**src/rtl/irq_aggr_pkg.sv**
```systemverilog
// Shared definitions for the interrupt aggregator: register map, CLAIM layout
// and the bus word type.
package irq_aggr_pkg;

  typedef logic [31:0] reg_word_t;

  localparam logic [4:0] IRQ_PEND_OFS  = 5'h00;
  localparam logic [4:0] IRQ_EN_OFS    = 5'h04;
  localparam logic [4:0] IRQ_MODE_OFS  = 5'h08;
  localparam logic [4:0] IRQ_POL_OFS   = 5'h0C;
  localparam logic [4:0] IRQ_CLAIM_OFS = 5'h10;
  localparam logic [4:0] IRQ_RAW_OFS   = 5'h14;

  localparam int CLAIM_ID_LSB    = 0;
  localparam int CLAIM_ID_W      = 5;
  localparam int CLAIM_VALID_BIT = 5;

  function automatic reg_word_t strb_to_mask(input logic [3:0] strb);
    reg_word_t m;
    for (int b = 0; b < 4; b++) m[8*b +: 8] = {8{strb[b]}};
    return m;
  endfunction

endpackage

```
**src/rtl/irq_prio_enc.sv**
```systemverilog
// Lowest-index-wins priority encoder used to build the CLAIM word.
module irq_prio_enc
  import irq_aggr_pkg::*;
#(
  parameter int N = 32
) (
  input  logic [N-1:0]            vec,
  output logic                    valid,
  output logic [CLAIM_ID_W-1:0]   id
);

  always_comb begin
    valid = 1'b0;
    id    = '0;
    for (int i = N - 1; i >= 0; i--) begin
      if (vec[i]) begin
        valid = 1'b1;
        id    = CLAIM_ID_W'(i);
      end
    end
  end

endmodule

```
**src/rtl/irq_aggr_ctrl.sv**
```systemverilog
// Interrupt aggregator: per-source sync, polarity, edge/level pending, enable,
// claim register and IRQ vector, exposed as a single native-memory-bus slave.
module irq_aggr_ctrl
  import irq_aggr_pkg::*;
#(
  parameter int NUM_SRC     = 32,
  parameter int SYNC_STAGES = 2,
  parameter int IRQ_BASE    = 0
) (
  input  logic               clk_i,
  input  logic               rst_i,
  input  logic [NUM_SRC-1:0] src_i,
  input  logic               mem_valid_i,
  input  logic [4:0]         mem_addr_i,
  input  logic [31:0]        mem_wdata_i,
  input  logic [3:0]         mem_wstrb_i,
  output logic [31:0]        mem_rdata_o,
  output logic               mem_ready_o,
  output logic [31:0]        irq_o,
  output logic               irq_any_o
);

  logic [NUM_SRC-1:0] src_s, act, act_q, rise;
  logic [NUM_SRC-1:0] pend_q, en_q, mode_q, pol_q;
  logic [NUM_SRC-1:0] pend_nxt, en_nxt, mode_nxt, pol_nxt;
  logic [NUM_SRC-1:0] w1c, claim_clr, irq_vec, wdata_n, mask_n;
  reg_word_t          wmask, rd_word, irq_nxt;
  logic               wr_ack, rd_ack, c_valid;
  logic [CLAIM_ID_W-1:0] c_id;

  function automatic reg_word_t widen(input logic [NUM_SRC-1:0] v);
    reg_word_t w;
    w = '0;
    w[NUM_SRC-1:0] = v;
    return w;
  endfunction

  // Synchroniser stages
  for (genvar s = 0; s < SYNC_STAGES; s++) begin : g_stage
    logic [NUM_SRC-1:0] d, q;
    if (s == 0) begin : g_first
      assign d = src_i;
    end else begin : g_next
      assign d = g_stage[s-1].q;
    end
    always_ff @(posedge clk_i) begin
      if (rst_i) q <= '0;
      else       q <= d;
    end
  end

  if (SYNC_STAGES == 0) begin : g_bypass
    assign src_s = src_i;
  end else begin : g_synced
    assign src_s = g_stage[SYNC_STAGES-1].q;
  end

  assign act     = src_s ^ pol_q;
  assign wmask   = strb_to_mask(mem_wstrb_i);
  assign wdata_n = mem_wdata_i[NUM_SRC-1:0];
  assign mask_n  = wmask[NUM_SRC-1:0];

  irq_prio_enc #(.N(NUM_SRC)) u_prio (
    .vec   (pend_q & en_q),
    .valid (c_valid),
    .id    (c_id)
  );

  always_comb begin
    wr_ack   = mem_ready_o && mem_valid_i && (mem_wstrb_i != 4'h0);
    rd_ack   = mem_ready_o && mem_valid_i && (mem_wstrb_i == 4'h0);
    en_nxt   = en_q;
    mode_nxt = mode_q;
    pol_nxt  = pol_q;
    w1c      = '0;
    if (wr_ack) begin
      case (mem_addr_i)
        IRQ_PEND_OFS: w1c      = wdata_n & mask_n;
        IRQ_EN_OFS:   en_nxt   = (en_q & ~mask_n) | (wdata_n & mask_n);
        IRQ_MODE_OFS: mode_nxt = (mode_q & ~mask_n) | (wdata_n & mask_n);
        IRQ_POL_OFS:  pol_nxt  = (pol_q & ~mask_n) | (wdata_n & mask_n);
        default: ;
      endcase
    end
    // The claimed id is the one already returned in rdata, not a re-evaluation.
    claim_clr = '0;
    if (rd_ack && (mem_addr_i == IRQ_CLAIM_OFS) && mem_rdata_o[CLAIM_VALID_BIT]) begin
      for (int i = 0; i < NUM_SRC; i++)
        claim_clr[i] = (mem_rdata_o[CLAIM_ID_LSB +: CLAIM_ID_W] == CLAIM_ID_W'(i));
    end
    claim_clr = claim_clr & mode_q;
    rise      = act & ~act_q;
    // New edge is ORed after the clear so a coincident set wins.
    pend_nxt  = (mode_q & ((pend_q & ~(w1c | claim_clr)) | rise)) | (~mode_q & act);
    irq_vec   = pend_nxt & en_nxt;
    irq_nxt   = '0;
    irq_nxt[IRQ_BASE +: NUM_SRC] = irq_vec;
  end

  always_comb begin
    rd_word = '0;
    case (mem_addr_i)
      IRQ_PEND_OFS:  rd_word = widen(pend_q);
      IRQ_EN_OFS:    rd_word = widen(en_q);
      IRQ_MODE_OFS:  rd_word = widen(mode_q);
      IRQ_POL_OFS:   rd_word = widen(pol_q);
      IRQ_CLAIM_OFS: begin
        rd_word[CLAIM_VALID_BIT]                = c_valid;
        rd_word[CLAIM_ID_LSB +: CLAIM_ID_W]     = c_id;
      end
      IRQ_RAW_OFS:   rd_word = widen(act);
      default:       rd_word = '0;
    endcase
  end

  always_ff @(posedge clk_i) begin
    if (rst_i) begin
      pend_q      <= '0;
      en_q        <= '0;
      mode_q      <= '0;
      pol_q       <= '0;
      act_q       <= '0;
      irq_o       <= '0;
      irq_any_o   <= 1'b0;
      mem_ready_o <= 1'b0;
      mem_rdata_o <= '0;
    end else begin
      pend_q    <= pend_nxt;
      en_q      <= en_nxt;
      mode_q    <= mode_nxt;
      pol_q     <= pol_nxt;
      // History follows the next polarity so a POL write never looks like an edge.
      act_q     <= src_s ^ pol_nxt;
      irq_o     <= irq_nxt;
      irq_any_o <= |irq_vec;
      if (mem_ready_o) begin
        mem_ready_o <= 1'b0;
      end else if (mem_valid_i) begin
        mem_ready_o <= 1'b1;
        mem_rdata_o <= (mem_wstrb_i == 4'h0) ? rd_word : '0;
      end
    end
  end

endmodule

```
**config.mk**
```make
export PLATFORM = sky130hd
export DESIGN_NAME = irq_aggr_ctrl
export DESIGN_NICKNAME = d
export VERILOG_FILES = /design/src/rtl/irq_aggr_pkg.sv /design/src/rtl/irq_prio_enc.sv /design/src/rtl/irq_aggr_ctrl.sv
export SDC_FILE = /design/constraint.sdc
export NUM_CORES = 1
export LEC_CHECK = 0
export CAP_MARGIN = 20
export CORE_MARGIN = 5
export CORE_UTILIZATION = 56
export CTS_CLUSTER_SIZE = 40
export DETAILED_ROUTE_END_ITERATION = 6
export GPL_TIMING_DRIVEN = 0
export MAX_ROUTING_LAYER = met4
export PLACE_DENSITY_LB_ADDON = 0.1
export SYNTH_ARGS = -nofsm -noshare
export SYNTH_HDL_FRONTEND = slang
export SYNTH_SLANG_ARGS = --single-unit
```
**constraint.sdc**
```tcl
create_clock -name clk_i -period 3.1 [get_ports clk_i]
set_input_delay 0.62 -clock clk_i [delete_from_list [all_inputs] [get_ports clk_i]]
set_output_delay 0.62 -clock clk_i [all_outputs]
set_load 0.005 [all_outputs]
```
==> flow_metrics.tcl, run 1 <==
set metrics [dict create \
    worst_slack_ns -0.09984 \
    cts.clk_slew.worst_paths_ns 0.06 \
    htreeDepth 1 \
    hold_buffers 0 \
    syn_inst 1392 \
    yosysWarnings 0 \
    final_cell_area_sq_um 15250 \
    cap_violations 0 \
    area_delta_synth_final_pct 24.64 \
    ys.flop_type "dfxtp_1" \
    root_buffer "clkbuf_16" \
    synth.ff_latch_count 290 \
    cp-end-kind "flip-flop" \
    async_flop_share_pct 0 \
    rows 54 \
    crit_required_ns 3.48 \
    rsz0062_at_grt "yes" \
    power_mw 7.653 \
    nFillCells 1716 \
    worst_setup_path_start_kind "input port" \
    drv_slew 0 \
    outcome "complete, but fails checks" \
    seq_area_sq_um 5806 \
    synthTopCellsByArea "dfxtp_1 47%, mux2i_1 8.6%, nor2_1 6.3%" \
    grt.overflow.total 0 \
    path_depth 10 \
    violations "setup timing" \
    ys_types 52 \
    grt_max_degree 15 \
    core_area_sq_um 21690 \
    post-route-drc-count 0 \
    antenna_left 0 \
    final_common_cell "dfxtp_1" \
    antenna-diode-count 0 \
    cellPowerDensity_nw_per_um2 501.7 \
    yosysSeqAreaShare_pct 47.44 \
    netlist_area_sq_um 12240 \
    critPathSlowestCell "or4_4" \
    hold_viol_final 0 \
    finalWirelength_um 46760 \
    gp_congestion 1.050 \
    clkLatencyLatePin_ns 0.56 \
    cts_buffers 29 \
    skew_ns 0.009711 \
    ios 142 \
    cts_tree "yes" \
    die_height_um 157.8 \
    drt_iter0_drc 1395 \
    port_buffers 140 \
    setup_viol 1 \
    die_area_sq_um 24910 \
    nNetsFinal 1655 \
    avgSynthCellArea_sq_um 8.792 \
    ir_worst_vdd_v 0.0004266 \
    hpwl_um 33000 \
    drt-vias-per-instance 6.351 \
    grt_pass1_vias 11350 \
    critPathBufInv 3 \
    start_util_pct 56.43 \
    period_needed_ns 3.200 \
    post-route-period-util_pct 103.2 \
    worst_slew_pin_slew_ns 1.261 \
    r2r_cells 9 \
    clock_path_buffers 3 \
    critPathKind "input port to flip-flop" \
    max_slew_margin_pct 15.91 \
    cp_max_fo 10 \
    clock.fmax_ghz 0.3125 \
    track_usage_pct 37.24 \
    postPlaceCellArea_sq_um 14010 \
    drtPass1Iterations 6 \
    layout_common_cells "290 x dfxtp_1, 203 x nor2_1, 163 x nand2_1" \
    cts_sinks 290 \
    wl_per_cell_um 24.91 \
    drive_above_1_share_pct 7.201 \
    yosysTopAreaCellShare_pct 47.44 \
    synth_top_cell_by_area "dfxtp_1" \
    antenna_found_initial 0 \
    finalSetupTns_ns -0.09984 \
    synth_edf_count 0 \
    hold_class "flip-flop to flip-flop" \
    arrival_ns 3.58 \
    vias 11920 \
    synth_nets 1468 \
    max_stage_delay_ns 0.63 \
    multi_input_area_sq_um 6397 \
    grt_pass1_wl_um 68210 \
    die_x_um 157.8 \
    power.leakage_nw 5.701 \
    preCtsSetupSlack_ns -1.299 \
    critical_path.top_delay_family "simple AND/OR/NAND/NOR gates" \
    holdPathStages 1 \
    utilization_pct 70.33 \
    cp_cell_sequence "clkdlybuf4s50_1 > or4_4 > buf_6 > nor4_4 > buf_4 > nand2_1 > a22oi_2 > o22ai_1 > nor4_2 > a41oi_1" \
]
==> metal layers <==
metal	GRT usage (%)	routed length, um	up-vias
li1	-	-	5253
met1	49.00	18650	5689
met2	56.71	20840	804
met3	6.233	4829	174
met4	16.39	2436	0
met5	-	0	-
==> power by group <==
group | internal [mW] | leakage [nW] | switching [mW] | total [mW]
Combinational | 0.192 | 2.92 | 0.345 | 0.537
Sequential | 3.79 | 2.35 | 0.0443 | 3.83
Clock | 1.84 | 0.423 | 1.44 | 3.28
==> final timing paths <==
check                   start               end  slack [ns]
max reg2reg    mem_rdata_o[0]         irq_any_o        0.09
max             mem_addr_i[3]         irq_any_o        -0.1
min          g_stage[0].q[12]  g_stage[1].q[12]        0.43
min reg2reg  g_stage[0].q[12]  g_stage[1].q[12]        0.43
==> logic make-up after synthesis <==
logic type	after synthesis	synth area share [%]
compound gates	298	15.50
simple gates	566	21.93
flops	290	47.44
buf+inv	75	2.392
xor+xnor	58	4.151
mux	105	8.588
==> metrics by stage <==
step	hold WS [ns]	cells
after global placement	0.4167	1812
after global routing	0.4505	1877
after floorplan	0.4138	1392
after detailed placement	0.4218	1813
after CTS	0.4364	1872
final	0.4339	1877
==> synthesized netlist by cell type, drive strengths merged, types with 3 or more instances <==
master and count:
nand3 48, nand4 3, a21oi 124, nor2b 67
buf 9, and3b 3, nor3 35, o22ai 47
a22oi 48, a41oi 15, a32o 3, a22o 5
and2 3, a31oi 9, nor2 211, nor4b 4
o211a 7, xor2 41, clkbuf 65, nand4b 7
xnor2 17, nand2 164, o211ai 3, dfxtp 290
o21ai 26, nor4 10, mux2i 105
==> cell type report <==
class	count	area share, %
multi-input cells	1027	41.94
flip-flops and latches	290	38.06
repair buffers	156	10.09
clock buffers	42	5.209
well taps	280	2.297
plain buffers	74	1.960
clock inverters	7	0.4183
inverters	1	0.02461
==> worst register-to-register path: cells and delay by family, from the launching register on <==
kind	cells	cell delay (ns)
buffers and inverters	2	0.74
AOI/OAI and AO/OA	3	0.74
DFF	1	0.44
and+or+nand+nor	4	0.92
==> timing repair <==
action | CTS | global route
pin swaps | 5 | 6
gates resized for setup | 17 | 37
endpoints found under the hold margin | 0 | 0
buffers inserted | 10 | 5
endpoints found under the setup margin | 119 | 36
Note: power is estimated with default switching activity, not from simulation.
==> run 2, diff against run 1 <==
- CORE_UTILIZATION: 56 -> 60
- clock period: 3.1 -> 3.89 ns (I/O delays scaled with it)
==> flow_metrics.tcl, run 2 (same netlist as run 1, synthesis figures left out) <==
set metrics [dict create \
    outcome "complete, but fails checks" \
    violations "DRC" \
    final_common_cell "dfxtp_1" \
    die_height_um 152.8 \
    max_stage_delay_ns 0.67 \
    switching_share_pct 22.90 \
    seq_area_sq_um 5806 \
    start_util_pct 60.68 \
    die_area_sq_um 23350 \
    reg2reg_to "irq_any_o" \
    crit_required_ns 4.27 \
    cts.clk_slew.worst_paths_ns 0.06 \
    critPathBufInv 2 \
    finalWirelength_um 44840 \
    postPlaceCellArea_sq_um 13990 \
    area_delta_synth_final_pct 22.99 \
    worstHoldStart "g_stage[0].q[28]" \
    grt_pass1_vias 11380 \
    hold_class "flip-flop to flip-flop" \
    preCtsSetupSlack_ns -0.7254 \
    root_buffer "clkbuf_16" \
    drt-vias-per-instance 6.408 \
    grt_max_degree 16 \
    ios 142 \
    multi_input_area_sq_um 6160 \
    cp_cell_sequence "clkdlybuf4s50_1 > or4_4 > buf_6 > nor4_4 > nand2_1 > a21oi_1 > o22ai_1 > nor4_1 > a41oi_1" \
    critPathKind "input port to flip-flop" \
    clock.fmax_ghz 0.2582 \
    power.leakage_nw 5.631 \
    post-cts-setup-buffer-count 0 \
    core_area_sq_um 20170 \
    cap_violations 0 \
    hpwl_um 32030 \
    worst_setup_path_start_kind "input port" \
    arrival_ns 4.26 \
    antenna_left 0 \
    track_usage_pct 37.61 \
    worst_hold_slack_ns 0.4321 \
    post-route-period-util_pct 99.56 \
    final_cell_area_sq_um 15050 \
    cp_max_fo 10 \
    nNetsFinal 1642 \
    drive_above_1_share_pct 4.978 \
    period_needed_ns 3.873 \
    drt_iter0_drc 1481 \
    clkLatencyLatePin_ns 0.56 \
    r2r_slack_ns 0.59 \
    clock_path_buffers 3 \
    nFillCells 1552 \
    p_sw_mw 1.484 \
    gp_congestion 1.025 \
    antenna-diode-count 0 \
    holdPathStages 1 \
    wl_per_cell_um 24.15 \
    die_x_um 152.8 \
    cp-end-kind "flip-flop" \
    cts_buffers 29 \
    htreeDepth 1 \
    max_slew_margin_pct 27.64 \
    worst_slack_ns 0.01700 \
    drtPass1Iterations 7 \
    port_buffers 140 \
    grt.overflow.total 0 \
    hold_viol_final 0 \
    reg2reg_from "mem_rdata_o[5]" \
    pwr-share-comb_pct 6.4 \
    skew_ns 0.01152 \
    hold_path_end "g_stage[1].q[28]" \
    ir_worst_vdd_v 0.0004430 \
    p_int_mw 4.994 \
    power_frac_seq_pct 47.2 \
    layout_common_cells "290 x dfxtp_1, 204 x nor2_1, 164 x nand2_1" \
    cellPowerDensity_nw_per_um2 430.3 \
    r2r_cells 7 \
    rows 52 \
    post-route-drc-count 8 \
    critical_path.top_delay_family "simple AND/OR/NAND/NOR gates" \
    worst_slew_pin_slew_ns 1.081 \
    finalSetupTns_ns 0 \
    vias 11900 \
    antenna_found_initial 0 \
    utilization_pct 74.63 \
    cts_sinks 290 \
    grt_pass1_wl_um 66930 \
    setup_viol 0 \
    drv_slew 0 \
    rsz0062_at_grt "no" \
    critPathSlowestCell "nor4_4" \
    power_frac_clock_pct 46.4 \
    cts_tree "yes" \
]
## run 2: cell types whose count changed in the layout (fill, tap and decap cells not counted), sizes merged
| cell | delta |
|---|---|
| buf | -15 |
| bufinv | +5 |
| clkbuf | -3 |
| clkdlybuf4s50 | +2 |
| clkinv | +2 |
| dlymetal6s2s | -2 |
| clkinvlp | +1 |
## run 2: routing by layer
metal  share of wire, %  wire (um)  GRT usage [%]  vias to the layer above
met1                 39      17370          48.38                     5577
met2                 44      19820          57.41                      904
li1                   -          -              -                     5234
met3                 12       5270          7.860                      184
met4                5.3       2380          16.93                        0
met5                  0          0              -                        -
## run 2: area by class of cell
type / instances / area share [%]
Timing Repair Buffer: 143 / 9.510
Clock buffer: 37 / 5.220
Multi-Input combinational cell: 1027 / 40.92
Tap cell: 270 / 2.244
Inverter: 1 / 0.02494
Buffer: 74 / 1.929
Clock inverter: 15 / 1.579
Sequential cell: 290 / 38.57
## run 2: worst reg2reg max path, stage by stage, from the launching register on
cell     delay [ns]
dfxtp_1        0.54
nor3b_1        0.60
nor4b_2        0.47
nand3_1        0.24
a41oi_1        0.51
o22ai_1        0.29
nor4_1         0.25
a41oi_1        0.23
## run 2: through the flow
stage / cells / total power, mW
after floorplan: 1392 / 3.298
after global placement: 1802 / 3.508
after detailed placement: 1803 / 3.516
after CTS: 1855 / 6.458
after global routing: 1857 / 6.638
final: 1857 / 6.477
## run 2: worst max path at each step
stage / depth (start not counted) / from / slack (ns) / end
finish: 9 / mem_addr_i[1] / 0.02 / irq_any_o
global route: 9 / mem_addr_i[1] / 0.03 / irq_any_o
CTS: 10 / mem_addr_i[2] / -0.04 / irq_any_o
detailed placement: 10 / mem_addr_i[2] / -0.73 / irq_any_o
global placement: 10 / mem_addr_i[2] / -0.72 / irq_any_o
floorplan: 8 / mem_wstrb_i[1] / 1.09 / irq_any_o
## run 2: power groups by stage
| stage | registers (mW) | clock network (mW) | logic [mW] |
|---|---|---|---|
| after global routing | 3.06 | 3.15 | 0.431 |
| after CTS | 3.05 | 3.00 | 0.399 |
| final | 3.06 | 3.01 | 0.415 |
| after floorplan | 3.11 | 0 | 0.189 |
| after global placement | 3.12 | 0 | 0.389 |
| after detailed placement | 3.12 | 0 | 0.396 |
## run 2: what timing repair did
action                                  in CTS  in global routing
hold buffers                                 0                  0
gates resized for setup                      1                  4
endpoints found under the setup margin       1                  1
==> run 3, diff against run 2 <==
- CAP_MARGIN: 20 -> default
==> flow_metrics.tcl, run 3 (same netlist as run 1, synthesis figures left out) <==
set metrics [dict create \
    outcome "complete, but fails checks" \
    violations "setup timing" \
    cts_buffers 29 \
    wl_per_cell_um 24.09 \
    nNetsFinal 1640 \
    cp_cell_sequence "clkdlybuf4s50_1 > or4_4 > buf_6 > nor4_4 > nand2_1 > a21oi_1 > o22ai_1 > nor4_1 > a41oi_1" \
    hold_viol_final 0 \
    critPathKind "input port to flip-flop" \
    worst_slew_pin_slew_ns 1.325 \
    hold_path_end "g_stage[1].q[28]" \
    track_usage_pct 37.61 \
    antenna_left 0 \
    worstHoldStart "g_stage[0].q[28]" \
    die_area_sq_um 23350 \
    drtPass1Iterations 6 \
    stdcell_count 1856 \
    critPathBufInv 2 \
    grt_pass1_wl_um 66930 \
    final_common_cell "dfxtp_1" \
    hpwl_um 32030 \
    clock_path_buffers 3 \
    r2r_slack_ns 0.59 \
    die_height_um 152.8 \
    cp_max_fo 10 \
    worst_setup_path_start_kind "input port" \
    power_mw 6.477 \
    drt_iter0_drc 1467 \
    die_x_um 152.8 \
    gp_congestion 1.025 \
    skew_ns 0.01753 \
    arrival_ns 4.29 \
    period_needed_ns 3.903 \
    cap_violations 0 \
    core_area_sq_um 20170 \
    vias 11840 \
    start_util_pct 60.68 \
    clock.fmax_ghz 0.2562 \
    final_cell_area_sq_um 15040 \
    rsz0062_at_grt "no" \
    antenna_found_initial 1 \
    setup_viol 1 \
    htreeDepth 1 \
    hold_class "flip-flop to flip-flop" \
    critical_path.top_delay_family "simple AND/OR/NAND/NOR gates" \
    holdPathStages 1 \
    max_stage_delay_ns 0.66 \
    post-route-drc-count 0 \
    rows 52 \
    finalWirelength_um 44710 \
    drive_above_1_share_pct 4.921 \
    grt.overflow.total 0 \
    drt-vias-per-instance 6.378 \
    cp-end-kind "flip-flop" \
    cts_tree "yes" \
    cts_sinks 290 \
    postPlaceCellArea_sq_um 13990 \
    post-cts-setup-buffer-count 0 \
    clkLatencyLatePin_ns 0.56 \
    critPathSlowestCell "nor4_4" \
    r2r_cells 7 \
    grt_pass1_vias 11380 \
    worst_hold_slack_ns 0.4321 \
    reg2reg_from "mem_rdata_o[5]" \
    grt_max_degree 16 \
    post-route-period-util_pct 100.3 \
    ir_worst_vdd_v 0.0004419 \
    area_delta_synth_final_pct 22.89 \
    preCtsSetupSlack_ns -0.7254 \
    worst_slack_ns -0.01321 \
    placed_cells 1803 \
    layout_common_cells "290 x dfxtp_1, 204 x nor2_1, 164 x nand2_1" \
    power.leakage_nw 5.619 \
    cts.clk_slew.worst_paths_ns 0.06 \
    nFillCells 1553 \
    drv_slew 0 \
    port_buffers 140 \
    ios 142 \
    root_buffer "clkbuf_16" \
    reg2reg_to "irq_any_o" \
    cellPowerDensity_nw_per_um2 430.6 \
    crit_required_ns 4.28 \
    max_slew_margin_pct 11.67 \
]
==> run 3: changes by cell type in the layout (fill, tap and decap cells not counted), sizes merged <==
| cell | before | now |
|---|---|---|
| buf | 12 | 10 |
| diode | 0 | 1 |
==> run 3: worst reg2reg max path: cells and delay by family, from the launching register on <==
| kind | cells | cell delay, ns |
|---|---|---|
| flip-flops | 1 | 0.55 |
| AND/OR/NAND/NOR | 4 | 1.54 |
| AO/OA/AOI/OAI | 3 | 1.04 |
==> run 3: area by class of cell <==
| class | instances | area, sq um | area share [%] |
|---|---|---|---|
| Antenna cell | 1 | 2.502 | 0.01664 |
| Clock inverter | 15 | 237.7 | 1.581 |
| Tap cell | 270 | 337.8 | 2.246 |
| Sequential cell | 290 | 5806 | 38.60 |
| Timing Repair Buffer | 141 | 1413 | 9.393 |
| Buffer | 74 | 290.3 | 1.930 |
| Multi-Input combinational cell | 1027 | 6163 | 40.98 |
| Clock buffer | 37 | 785.8 | 5.225 |
| Inverter | 1 | 3.754 | 0.02496 |
==> run 3: layer usage <==
metal / part of all wire (%) / up-vias / GRT usage, %
met5: 0 / - / -
met4: 5.5 / 0 / 16.93
met3: 11 / 180 / 7.860
met2: 44 / 830 / 57.41
met1: 39 / 5598 / 48.38
li1: - / 5229 / -
==> run 3: repair_timing <==
item	CTS	global route
gates cloned	0	0
setup endpoints to repair	1	21
hold buffers	0	0
gates resized for setup	1	5
==> run 3: how the worst max path moves through the flow <==
stage	from	endpoint	slack (ns)	depth (start not counted)
global route	mem_addr_i[1]	irq_any_o	0.03	9
detailed placement	mem_addr_i[2]	irq_any_o	-0.73	10
finish	mem_addr_i[1]	irq_any_o	-0.01	9
CTS	mem_addr_i[2]	irq_any_o	-0.04	10
floorplan	mem_wstrb_i[1]	irq_any_o	1.09	8
global placement	mem_addr_i[2]	irq_any_o	-0.72	10
==> run 3: stage by stage <==
step,TNS (ns),util [%]
finish,-0.01321,74.57
global route,0,74.57
CTS,-0.06733,74.48
detailed placement,-15.78,69.38
global placement,-21.54,69.30
floorplan,0,-
==> run 3: power by group <==
group          internal, mW  switching, mW
registers              3.02         0.0356
logic                 0.149          0.266
clock network          1.82           1.18
